[src/rtl/pattern_game_pkg.sv]
// Shared definitions for the pattern (memory) game core: phase encoding,
// FSM state type and a constant-evaluable ceil(log2) helper.
package pattern_game_pkg;

  localparam logic [2:0] PH_IDLE     = 3'd0;
  localparam logic [2:0] PH_FILL     = 3'd1;
  localparam logic [2:0] PH_SHOW_ON  = 3'd2;
  localparam logic [2:0] PH_SHOW_OFF = 3'd3;
  localparam logic [2:0] PH_INPUT    = 3'd4;
  localparam logic [2:0] PH_PASS     = 3'd5;
  localparam logic [2:0] PH_FAIL     = 3'd6;
  localparam logic [2:0] PH_DONE     = 3'd7;

  typedef enum logic [2:0] {
    ST_IDLE     = PH_IDLE,
    ST_FILL     = PH_FILL,
    ST_SHOW_ON  = PH_SHOW_ON,
    ST_SHOW_OFF = PH_SHOW_OFF,
    ST_INPUT    = PH_INPUT,
    ST_PASS     = PH_PASS,
    ST_FAIL     = PH_FAIL,
    ST_DONE     = PH_DONE
  } state_e;

  function automatic int unsigned clog2(input int unsigned v);
    int unsigned r;
    int unsigned x;
    r = 0;
    x = (v > 0) ? v - 1 : 0;
    while (x > 0) begin
      r++;
      x = x >> 1;
    end
    return r;
  endfunction

endpackage

[src/rtl/pattern_game_btn_edge.sv]
// Button press-edge detector with one-hot check and symbol decode.
module btn_edge #(
  parameter int NUM_BTNS = 5,
  parameter int SYM_W    = 3
) (
  input  logic                clk,
  input  logic                rst_n,
  input  logic [NUM_BTNS-1:0] btn_i,
  output logic                press_o,
  output logic                onehot_o,
  output logic [SYM_W-1:0]    sym_o
);

  logic [NUM_BTNS-1:0] btn_q;
  logic                found;

  // Remember last cycle's levels so only an all-released to pressed transition counts
  always_ff @(posedge clk or negedge rst_n) begin
    if (!rst_n) btn_q <= '0;
    else        btn_q <= btn_i;
  end

  assign press_o = (btn_q == '0) && (btn_i != '0);

  // One-hot test and index of the lowest set button
  always_comb begin
    onehot_o = (btn_i != '0) && ((btn_i & (btn_i - NUM_BTNS'(1))) == '0);
    sym_o    = '0;
    found    = 1'b0;
    for (int unsigned i = 0; i < NUM_BTNS; i++) begin
      if (btn_i[i] && !found) begin
        sym_o = SYM_W'(i);
        found = 1'b1;
      end
    end
  end

endmodule

[src/rtl/pattern_game_core.sv]
// Pattern game core: fills a random pattern, shows a growing prefix of it,
// checks player presses, and tracks score / high score.
module pattern_game_core
  import pattern_game_pkg::*;
#(
  parameter int NUM_BTNS      = 5,
  parameter int MAX_LEN       = 50,
  parameter int START_LEN     = 1,
  parameter int ON_TICKS      = 2,
  parameter int OFF_TICKS     = 1,
  parameter int TIMEOUT_TICKS = 6,
  parameter int PAUSE_TICKS   = 2,
  localparam int unsigned SYM_W = clog2(NUM_BTNS),
  localparam int unsigned LEN_W = clog2(MAX_LEN + 1)
) (
  input  logic                clk,
  input  logic                rst_n,
  input  logic                tick,
  input  logic                start,
  input  logic [SYM_W-1:0]    rand_sym,
  input  logic [NUM_BTNS-1:0] btn,
  output logic [2:0]          phase,
  output logic                show_valid,
  output logic [SYM_W-1:0]    show_sym,
  output logic                echo_valid,
  output logic [SYM_W-1:0]    echo_sym,
  output logic [LEN_W-1:0]    score,
  output logic [LEN_W-1:0]    high_score,
  output logic                game_over,
  output logic                win,
  output logic                new_high
);

  localparam int unsigned ADDR_W = clog2(MAX_LEN);
  localparam int unsigned TMR_W  = 16;
  localparam logic [TMR_W-1:0] ON_T    = TMR_W'(ON_TICKS);
  localparam logic [TMR_W-1:0] OFF_T   = TMR_W'(OFF_TICKS);
  localparam logic [TMR_W-1:0] TOUT_T  = TMR_W'(TIMEOUT_TICKS);
  localparam logic [TMR_W-1:0] PAUSE_T = TMR_W'(PAUSE_TICKS);

  state_e            state_q;
  logic [ADDR_W-1:0] idx_q;
  logic [LEN_W-1:0]  len_q;
  logic [TMR_W-1:0]  tmr_q;
  logic              show_valid_q, echo_valid_q, game_over_q, win_q, new_high_q;
  logic [SYM_W-1:0]  show_sym_q, echo_sym_q;
  logic [LEN_W-1:0]  score_q, high_q;
  logic [SYM_W-1:0]  mem_q [MAX_LEN];

  logic              press, onehot;
  logic [SYM_W-1:0]  press_sym;

  logic [SYM_W-1:0]  fill_sym, cur_sym, nxt_sym;
  logic [ADDR_W-1:0] idx_inc;
  logic              last_idx, correct, tmr_last, go_fail;
  logic [TMR_W-1:0]  tmr_dec;
  logic [LEN_W-1:0]  fail_score;

  btn_edge #(
    .NUM_BTNS(NUM_BTNS),
    .SYM_W   (SYM_W)
  ) u_btn_edge (
    .clk     (clk),
    .rst_n   (rst_n),
    .btn_i   (btn),
    .press_o (press),
    .onehot_o(onehot),
    .sym_o   (press_sym)
  );

  // Derived values shared by the FSM transitions
  always_comb begin
    // rand_sym < 2*NUM_BTNS, so one conditional subtract is a full modulo;
    // for power-of-two NUM_BTNS the truncated constant is 0 and this is a pass-through
    fill_sym   = (rand_sym >= SYM_W'(NUM_BTNS)) ? rand_sym - SYM_W'(NUM_BTNS) : rand_sym;
    cur_sym    = mem_q[idx_q];
    idx_inc    = (idx_q == ADDR_W'(MAX_LEN - 1)) ? '0 : idx_q + ADDR_W'(1);
    nxt_sym    = mem_q[idx_inc];
    last_idx   = (LEN_W'(idx_q) == len_q - LEN_W'(1));
    correct    = press && onehot && (press_sym == cur_sym);
    tmr_last   = tick && (tmr_q <= TMR_W'(1));
    tmr_dec    = (tmr_q != '0) ? tmr_q - TMR_W'(1) : '0;
    go_fail    = press ? !correct : tmr_last;
    fail_score = (len_q > LEN_W'(START_LEN)) ? len_q - LEN_W'(START_LEN) : '0;
  end

  // Pattern storage; contents are rewritten every game so no reset is needed
  always_ff @(posedge clk) begin
    if (state_q == ST_FILL) mem_q[idx_q] <= fill_sym;
  end

  // Game FSM with all outputs registered
  always_ff @(posedge clk or negedge rst_n) begin
    if (!rst_n) begin
      state_q      <= ST_IDLE;
      idx_q        <= '0;
      len_q        <= LEN_W'(START_LEN);
      tmr_q        <= '0;
      show_valid_q <= 1'b0;
      show_sym_q   <= '0;
      echo_valid_q <= 1'b0;
      echo_sym_q   <= '0;
      score_q      <= '0;
      high_q       <= '0;
      game_over_q  <= 1'b0;
      win_q        <= 1'b0;
      new_high_q   <= 1'b0;
    end else begin
      case (state_q)
        ST_IDLE, ST_DONE: begin
          if (start) begin
            state_q      <= ST_FILL;
            idx_q        <= '0;
            len_q        <= LEN_W'(START_LEN);
            tmr_q        <= '0;
            score_q      <= '0;
            game_over_q  <= 1'b0;
            win_q        <= 1'b0;
            new_high_q   <= 1'b0;
            echo_valid_q <= 1'b0;
            echo_sym_q   <= '0;
          end
        end
        ST_FILL: begin
          if (idx_q == ADDR_W'(MAX_LEN - 1)) begin
            state_q      <= ST_SHOW_ON;
            idx_q        <= '0;
            tmr_q        <= ON_T;
            show_valid_q <= 1'b1;
            show_sym_q   <= mem_q[0];
          end else begin
            idx_q <= idx_q + ADDR_W'(1);
          end
        end
        ST_SHOW_ON: begin
          if (tmr_last) begin
            state_q      <= ST_SHOW_OFF;
            tmr_q        <= OFF_T;
            show_valid_q <= 1'b0;
            show_sym_q   <= '0;
          end else if (tick) begin
            tmr_q <= tmr_dec;
          end
        end
        ST_SHOW_OFF: begin
          if (tmr_last) begin
            if (!last_idx) begin
              state_q      <= ST_SHOW_ON;
              idx_q        <= idx_inc;
              tmr_q        <= ON_T;
              show_valid_q <= 1'b1;
              show_sym_q   <= nxt_sym;
            end else begin
              state_q <= ST_INPUT;
              idx_q   <= '0;
              tmr_q   <= TOUT_T;
            end
          end else if (tick) begin
            tmr_q <= tmr_dec;
          end
        end
        ST_INPUT: begin
          // A press edge is resolved before the timer, so it wins over a same-cycle timeout
          if (correct) begin
            echo_valid_q <= 1'b1;
            echo_sym_q   <= press_sym;
            tmr_q        <= TOUT_T;
            if (last_idx) begin
              state_q <= ST_PASS;
              tmr_q   <= PAUSE_T;
              score_q <= len_q;
            end else begin
              idx_q <= idx_inc;
            end
          end else if (go_fail) begin
            state_q <= ST_FAIL;
            tmr_q   <= PAUSE_T;
            score_q <= fail_score;
            if (press) begin
              echo_valid_q <= 1'b0;
              echo_sym_q   <= '0;
            end
          end else if (tick) begin
            tmr_q <= tmr_dec;
          end
        end
        ST_PASS: begin
          if (tmr_last) begin
            if (len_q == LEN_W'(MAX_LEN)) begin
              state_q     <= ST_DONE;
              win_q       <= 1'b1;
              game_over_q <= 1'b1;
              if (score_q > high_q) begin
                high_q     <= score_q;
                new_high_q <= 1'b1;
              end
            end else begin
              state_q      <= ST_SHOW_ON;
              len_q        <= len_q + LEN_W'(1);
              idx_q        <= '0;
              tmr_q        <= ON_T;
              show_valid_q <= 1'b1;
              show_sym_q   <= mem_q[0];
              echo_valid_q <= 1'b0;
              echo_sym_q   <= '0;
            end
          end else if (tick) begin
            tmr_q <= tmr_dec;
          end
        end
        ST_FAIL: begin
          if (tmr_last) begin
            state_q     <= ST_DONE;
            game_over_q <= 1'b1;
            if (score_q > high_q) begin
              high_q     <= score_q;
              new_high_q <= 1'b1;
            end
          end else if (tick) begin
            tmr_q <= tmr_dec;
          end
        end
        default: state_q <= ST_IDLE;
      endcase
    end
  end

  assign phase      = state_q;
  assign show_valid = show_valid_q;
  assign show_sym   = show_sym_q;
  assign echo_valid = echo_valid_q;
  assign echo_sym   = echo_sym_q;
  assign score      = score_q;
  assign high_score = high_q;
  assign game_over  = game_over_q;
  assign win        = win_q;
  assign new_high   = new_high_q;

endmodule

[config.mk]
export PLATFORM = sky130hd
export DESIGN_NAME = pattern_game_core
export DESIGN_NICKNAME = d
export VERILOG_FILES = /design/src/rtl/pattern_game_pkg.sv /design/src/rtl/pattern_game_btn_edge.sv /design/src/rtl/pattern_game_core.sv
export SDC_FILE = /design/constraint.sdc
export NUM_CORES = 1
export LEC_CHECK = 0
export ABC_CLOCK_PERIOD_IN_PS = 5500
export BUFFER_PORTS_ARGS = -buffer_cell sky130_fd_sc_hd__buf_2
export CAP_MARGIN = 25
export CORE_AREA = 2 2 133 135
export CTS_BUF_LIST = sky130_fd_sc_hd__clkbuf_4
export CTS_CLUSTER_SIZE = 12
export DETAILED_ROUTE_END_ITERATION = 12
export DIE_AREA = 0 0 135 137
export PLACE_DENSITY = 0.95
export SETUP_SLACK_MARGIN = 0.1
export SLEW_MARGIN = 20
export SYNTH_ARGS = -nofsm -noshare
export SYNTH_HDL_FRONTEND = slang
export SYNTH_SLANG_ARGS = --single-unit
[constraint.sdc]
create_clock -name clk -period 5.5 [get_ports clk]
set_input_delay 1.375 -clock clk [delete_from_list [all_inputs] [get_ports clk]]
set_output_delay 1.375 -clock clk [all_outputs]
set_load 0.1 [all_outputs]
======== After elaboration in Yosys (flattened, before gate mapping) ========
Memories as Yosys holds them, arrays and structs flattened.
Index checks and enable logic that the tools add are counted.
cells by class
  equality and inequality tests ........... 27
  magnitude comparators ................... 4
  bitwise gates (word level) .............. 1
  muxes and demuxes ....................... 99
  reductions and logical operators ........ 37
  $add $sub $neg .......................... 6
operators by type and width
  operator               number
  $mux 16                11
  $mux 6                 19
  $pmux 16 s7            1
  $mux 3                 29
  $pmux 6 s2             3
  $pmux 6 s5             1
  $mux 1                 27
  $ne 2x2->1 const B     11
  $pmux 3 s7             1
  $reduce_and 4->1       5
  $le 16x1->1 const B    1
  $reduce_bool 16->1     1
  $sub 16x1->16 const B  1
  $reduce_and 7->1       2
  $add 6x1->6 const B    2
  $eq 3x3->1 const B     4
  $eq 6x6->1 const B     2
  $ne 3x3->1 const B     4
  $pmux 3 s4             1
  $logic_not 5->1        2
  $reduce_bool 5->1      2
  $logic_and 1x1->1      9
  $pmux 1 s3             3
  $pmux 3 s3             1
  23 further kinds       31
word-level totals
  input bits .............................. 12
  bits in writable memories ............... 150
  bits in registers ....................... 59
  memories kept ........................... 1
  output and inout port bits .............. 26
  word-level logic and storage cells ...... 189
memory list
  name   depth  bits a word  rd ports  clocked after Yosys merged registers in  write ports  line                     source
  mem_q  50     3            3         0                                        1            pattern_game_core.sv:48  logic [SYM_W-1:0] mem_q [MAX_LEN];

======== Longest topological paths before layout ========
  depth after elaboration ................. 20
  depth in mapped cells ................... 15
  mapped depth without buffers ............ 11

======== Cells and area by module ========
From an unflattened synthesis, not the netlist that was laid out.
second synthesis, totals
  cells, all modules ...................... 955
  area, all modules ....................... 11403.4 µm²
by module, submodules not included
  module             seq. area each (µm²)  area each (µm²)  instances  cells an instance
  pattern_game_core  5856.9                11169.5          1          933
  btn_edge           125.1                 234.0            1          22

======== Worst setup path after synthesis ========
No wires, ideal clock.
  path type ............................... in2reg
  start ................................... input rand_sym[1]
  end ..................................... memory mem_q[0][0] (data pin)
  buffers on the path ..................... 0
  stages .................................. 4
  data arrival time ....................... 3.106 ns
  path slack .............................. 1.909 ns
  cells stage by stage .................... inv_1 > ha_1 > o21ai_0 > mux2i_1
between the ends
  longest elaborated chain between the ends .. 2
ends and longest elaborated chain
  item             line                     source
  start, declared  pattern_game_core.sv:20  input logic [SYM_W-1:0] rand_sym,
  $ge 3x3->1       pattern_game_core.sv:75  fill_sym = (rand_sym >= SYM_W'(NUM_BTNS)) ? rand_sym - SYM_W'(NUM_BTNS) : rand_sym;
  $mux 3           pattern_game_core.sv:75
  net fill_sym[0]  pattern_game_core.sv:53  logic [SYM_W-1:0] fill_sym, cur_sym, nxt_sym;
  end, declared    pattern_game_core.sv:48
The timed path passes the listed nets, and every way through them passes these cells.

======== Worst setup path in the final report ========
  start ................................... register idx_q[0]
  end ..................................... register show_sym_q[0] (netlist: show_sym[0])
between the ends
  longest elaborated chain between the ends .. 6
  elaborated cells on any way between the ends .. 11
  classes of those cells .................. 1 x add/sub; 4 x eq/ne; 4 x mux; 1 x reduce/logical; 1 x memory
ends and longest elaborated chain
  item                                              line                                               source
  start, declared                                   pattern_game_core.sv:42                            logic [ADDR_W-1:0] idx_q;
  start signal, assigned                            pattern_game_core.sv:132                           idx_q <= idx_q + ADDR_W'(1);
  start signal, assigned                            pattern_game_core.sv:149                           idx_q <= idx_inc;
  start signal, assigned                            pattern_game_core.sv:173                           idx_q <= idx_inc;
  $add 6x1->6 / $eq 6x6->1 (equally long branches)  pattern_game_core.sv:77, pattern_game_core.sv:125
  $mux 6                                            pattern_game_core.sv:77                            idx_inc = (idx_q == ADDR_W'(MAX_LEN - 1)) ? '0 : idx_q + ADDR_W'(1);
  $mem_v2 50x3                                      -
  $mux 3                                            pattern_game_core.sv:147                           if (!last_idx) begin
  $mux 3                                            pattern_game_core.sv:146                           if (tmr_last) begin
  $pmux 3 s4                                        pattern_game_core.sv:109                           case (state_q)
  end signal, assigned                              pattern_game_core.sv:130                           show_sym_q <= mem_q[0];
  end signal, assigned                              pattern_game_core.sv:152                           show_sym_q <= nxt_sym;
  end signal, assigned                              pattern_game_core.sv:203                           show_sym_q <= mem_q[0];
  end, declared                                     pattern_game_core.sv:46                            logic [SYM_W-1:0] show_sym_q, echo_sym_q;
Several ways; a longest one is shown, not always the timed one. The select of a mux whose other input is x is not followed.
A chain may end at the register's enable or synchronous reset.

==> impl_results.md <==
- Number of cells on the worst reg-to-reg path: 11
- DR vias/cell: about 7.1
- Leakage Power: 0.004666 uW
- Minimum setup slack in the final design: ~1.4 ns
- Die Ht: between 100 and 150 um
- Data arrival time at the worst-slack endpoint: 4.68 ns
- Path category of the worst min-delay check: register to register
- Dominant cells by area after synthesis: edfxtp_1 38%, dfrtp_1 12%, mux4_2 6.9%
- Number of fill cells: roughly 1,100
- Count of synthesis-stage warnings from yosys: 0
- Tot GR Track Use: 0.3352
- Drc violations: 0
- Startpoint of the worst hold path: new_high$_DFFE_PN0P_
- Number of levels the H-tree was split into: 2
- Area after detailed placement: 12,020 um^2
- Share of async-settable or async-resettable flops after synthesis: 0.2823
- Category of the worst setup path capture point: register
- Number of buffers inserted by hold repair at cts: 0
- Cell row count: 48
- Final standard cell count with taps included and fillers excluded: 1,337
- Number of buffers between clock root and the deepest sink: 3
- Max-slew violation count: 0
- Number of unique standard cell types used by synthesis: a little over 80
- I/O Buffers: 37
- Num CTS Buffers: 51
- Max-slew headroom: 0.2687
- Final cell area excluding filler cells: between 10,000 and 15,000 um^2
- Max VDD drop: between 300 and 400 uV
- CTS Root Cell: clkbuf_4
- Setup violators final: 0
- Setup Slack @ Placement: between 1.5 and 2 ns
- Flip-flop and latch count after synthesis: 209
- Die outline area: 18,500 um^2
- Minimum clock period after layout: 4.093 ns
- Run status: finished, final reports clean
- Critical Setup Path Class: register to register
- Number of placed cells counting well taps: between 1,000 and 1,500
- Maxcap violations: 0
- Share of the yosys chip area belonging to registers: 0.5107
- Number of antenna violations at the first check in global routing: 1
- Sinks on Clock Net: about 210
- Synthesized netlist net count: 1,057
- Width of the die: around 140 um
- Setup repair after global routing missed its margin: no
- Starting DRC count in detailed routing: 1,492
- Instance count along the most critical hold path: 1
- Post-synth top area cell: edfxtp_1
- Per-instance average area after synthesis: roughly 11 um^2
- CTS clk-pin slew, worst paths: about 0.060 ns
- Share of the clock period used by the worst path after layout: 0.7442
- Detailed-router iteration count before antenna repair: 6
- Number of I/O pins: 38
- Overall power of the completed layout: slightly below 6000 uW
- R2R Path Start: idx_q[0]$_DFFE_PN0P_
- Total vias in the final route: 9,505
- Number of gates resized after cts: 0
- Max Freq: 0.2443 GHz
- Area inside the core boundary: roughly 17,000 um^2
- Post-Route Setup TNS: 0 ns
- Final HPWL from detailed placement: slightly above 20,000 um
- Post-detailed-routing wire length: slightly above 30,000 um
- Worst Hold Endpoint: new_high$_DFFE_PN0P_
- Total power per unit cell area: ~450 nW/um^2
- Largest net degree at the start of global routing: 60
- Post-CTS Setup Inserts: 0
- Post-layout net count: 1,099
- Fin. Hold Viols: 0
- Global-route wire length before repair: about 48,000 um
- Number of global-route vias before repair: approximately 9,000
- Top FF cell, synth: edfxtp_1
- Number of cells produced by synthesis: 1,029
- Layout overhead on the synthesized area: 8.342%
- Layout cells sized above 1: 0.1989
- Maximum net fanout on the critical path: 48
- Last weighted congestion value of the routability-driven placer: about 0.94
- Startpoint type of the worst setup path: register
- Starting density of the core: 0.6868
- Routed wire length per instance: around 23 um
- Data required time of the worst path: just over 6 ns
- Reg-to-reg critical path endpoint: show_sym[0]$_DFFE_PN0P_
- Slew at the pin closest to its max-slew limit: approximately 1.1 ns
- Register-to-register path setup slack: ~1.4 ns
- Number of synthesized flops with an enable pin: 150
- Cell area after synthesis: around 12,000 um^2
- Share of the synthesized area in the top cell type: 0.3845
- GRT overflow: 0
- Clock insertion delay at the later pin of the skew report: 0.71 ns
- Antenna viol nets, final: 0
- Worst Clk Skew: ~0.059 ns
- TritonCTS clock tree: done
## placed cells by master (no fill, tap or decap), types with 8 or more instances in the layout
cell / instances
edfxtp_1: 150
nor2_1: 119
nand2_1: 80
clkbuf_4: 80
mux2i_1: 60
dfrtp_1: 57
o21ai_0: 43
a21oi_1: 37
buf_2: 37
mux4_2: 36
nand3_1: 27
a22oi_1: 24
inv_1: 22
nor3_1: 22
a211oi_1: 21
buf_4: 21
a31oi_1: 19
ha_1: 16
mux2_2: 14
a221oi_1: 13
nand2b_1: 12
and2_1: 12
clkinv_1: 10
o211ai_1: 10
nor2b_1: 9
o31ai_1: 9
or2_2: 8
or3_1: 8
a311oi_1: 8
## cell type report
cell class / count / area (um^2) / share of cell area
Clock inverter: 13 / 61.31 / 0.004831
Antenna cell: 1 / 2.502 / 0.0001972
Sequential cell: 209 / 5986 / 0.4717
Tap cell: 225 / 281.5 / 0.02218
Inverter: 25 / 93.84 / 0.007394
Clock buffer: 80 / 600.6 / 0.04732
Multi-Input combinational cell: 726 / 5323 / 0.4194
Timing Repair Buffer: 58 / 342.8 / 0.02701
## power by group
group / internal, uW / total [uW] / switching (uW)
sequential: 1820 / 1990 / 174
clock: 662 / 1300 / 635
combinational: 819 / 2480 / 1660
## how the worst max path moves through the flow
| stage | startpoint | endpoint | slack, ns | cells past startpoint |
|---|---|---|---|---|
| 2_1_floorplan | rand_sym[1] | mem_q[0][0]$_DFFE_PP_ | 1.91 | 4 |
| 3_3_place_gp | btn[3] | idx_q[1]$_DFFE_PN0P_ | 1.64 | 9 |
| 5_1_grt | idx_q[0]$_DFFE_PN0P_ | show_sym[2]$_DFFE_PN0P_ | 1.26 | 10 |
| 4_1_cts | idx_q[0]$_DFFE_PN0P_ | show_sym[0]$_DFFE_PN0P_ | 1.60 | 11 |
| 3_5_place_dp | btn[3] | idx_q[1]$_DFFE_PN0P_ | 1.61 | 9 |
| 6_report | idx_q[0]$_DFFE_PN0P_ | show_sym[0]$_DFFE_PN0P_ | 1.41 | 11 |
## cell families after synthesis
kind of cell	after synthesis	share of synthesized area
AO/OA/AOI/OAI	244	0.1444
XOR/XNOR	14	0.01047
adder cells (fa/ha/maj)	16	0.01709
buffers and inverters	94	0.03760
flip-flops	209	0.5107
multiplexers	115	0.1412
AND/OR/NAND/NOR	337	0.1385
## worst max-delay path, stage by stage (launching register included)
cell and delay [ns]:
dfrtp_4 0.92, ha_1 0.27, nand2b_1 0.14, or3_1 0.59, nand2b_1 0.64, buf_4 0.30
a221oi_1 0.07, a31oi_1 0.20, nand2_1 0.08, a31oi_1 0.40, a211oi_1 0.14, o31ai_1 0.22
## cells in the mapped netlist (all sizes together) (8+ instances only)
library cell  instances
a211oi               21
a21oi                38
a221oi               13
a22oi                24
a311oi                8
a31oi                19
and2                 12
buf                  28
clkbuf               41
dfrtp                58
edfxtp              150
ha                   16
inv                  23
mux2                 16
mux2i                61
mux4                 38
nand2                81
nand2b               12
nand3                27
nand4                 8
nor2                119
nor2b                 9
nor3                 23
o211ai               11
o21ai                49
o31ai                10
or2                   8
or3                   8
## metal layers
layer	part of all wire	GRT usage
met5	0	0
met4	0.055	0.1586
met2	0.46	0.5344
met3	0.12	0.08815
met1	0.36	0.4332
## per-stage QoR
stage,util,hold WS (ns)
2_1_floorplan,-,0.4410
3_3_place_gp,0.7047,0.4552
3_5_place_dp,0.7047,0.4762
4_1_cts,0.7435,0.4862
5_1_grt,0.7441,0.5107
6_report,0.7441,0.4818
## state kept, by name, summed over array words and instances, names as in the netlist
| name | cells |
|---|---|
| echo_sym | 3 |
| u_btn_edge.btn_q | 5 |
| echo_valid | 1 |
| score | 6 |
| game_over | 1 |
| phase | 3 |
| mem_q | 150 |
| len_q | 6 |
| show_valid | 1 |
| win | 1 |
| high_score | 6 |
| tmr_q | 16 |
| new_high | 1 |
| idx_q | 6 |
| show_sym | 3 |
Power figures use the tool's default switching activity.
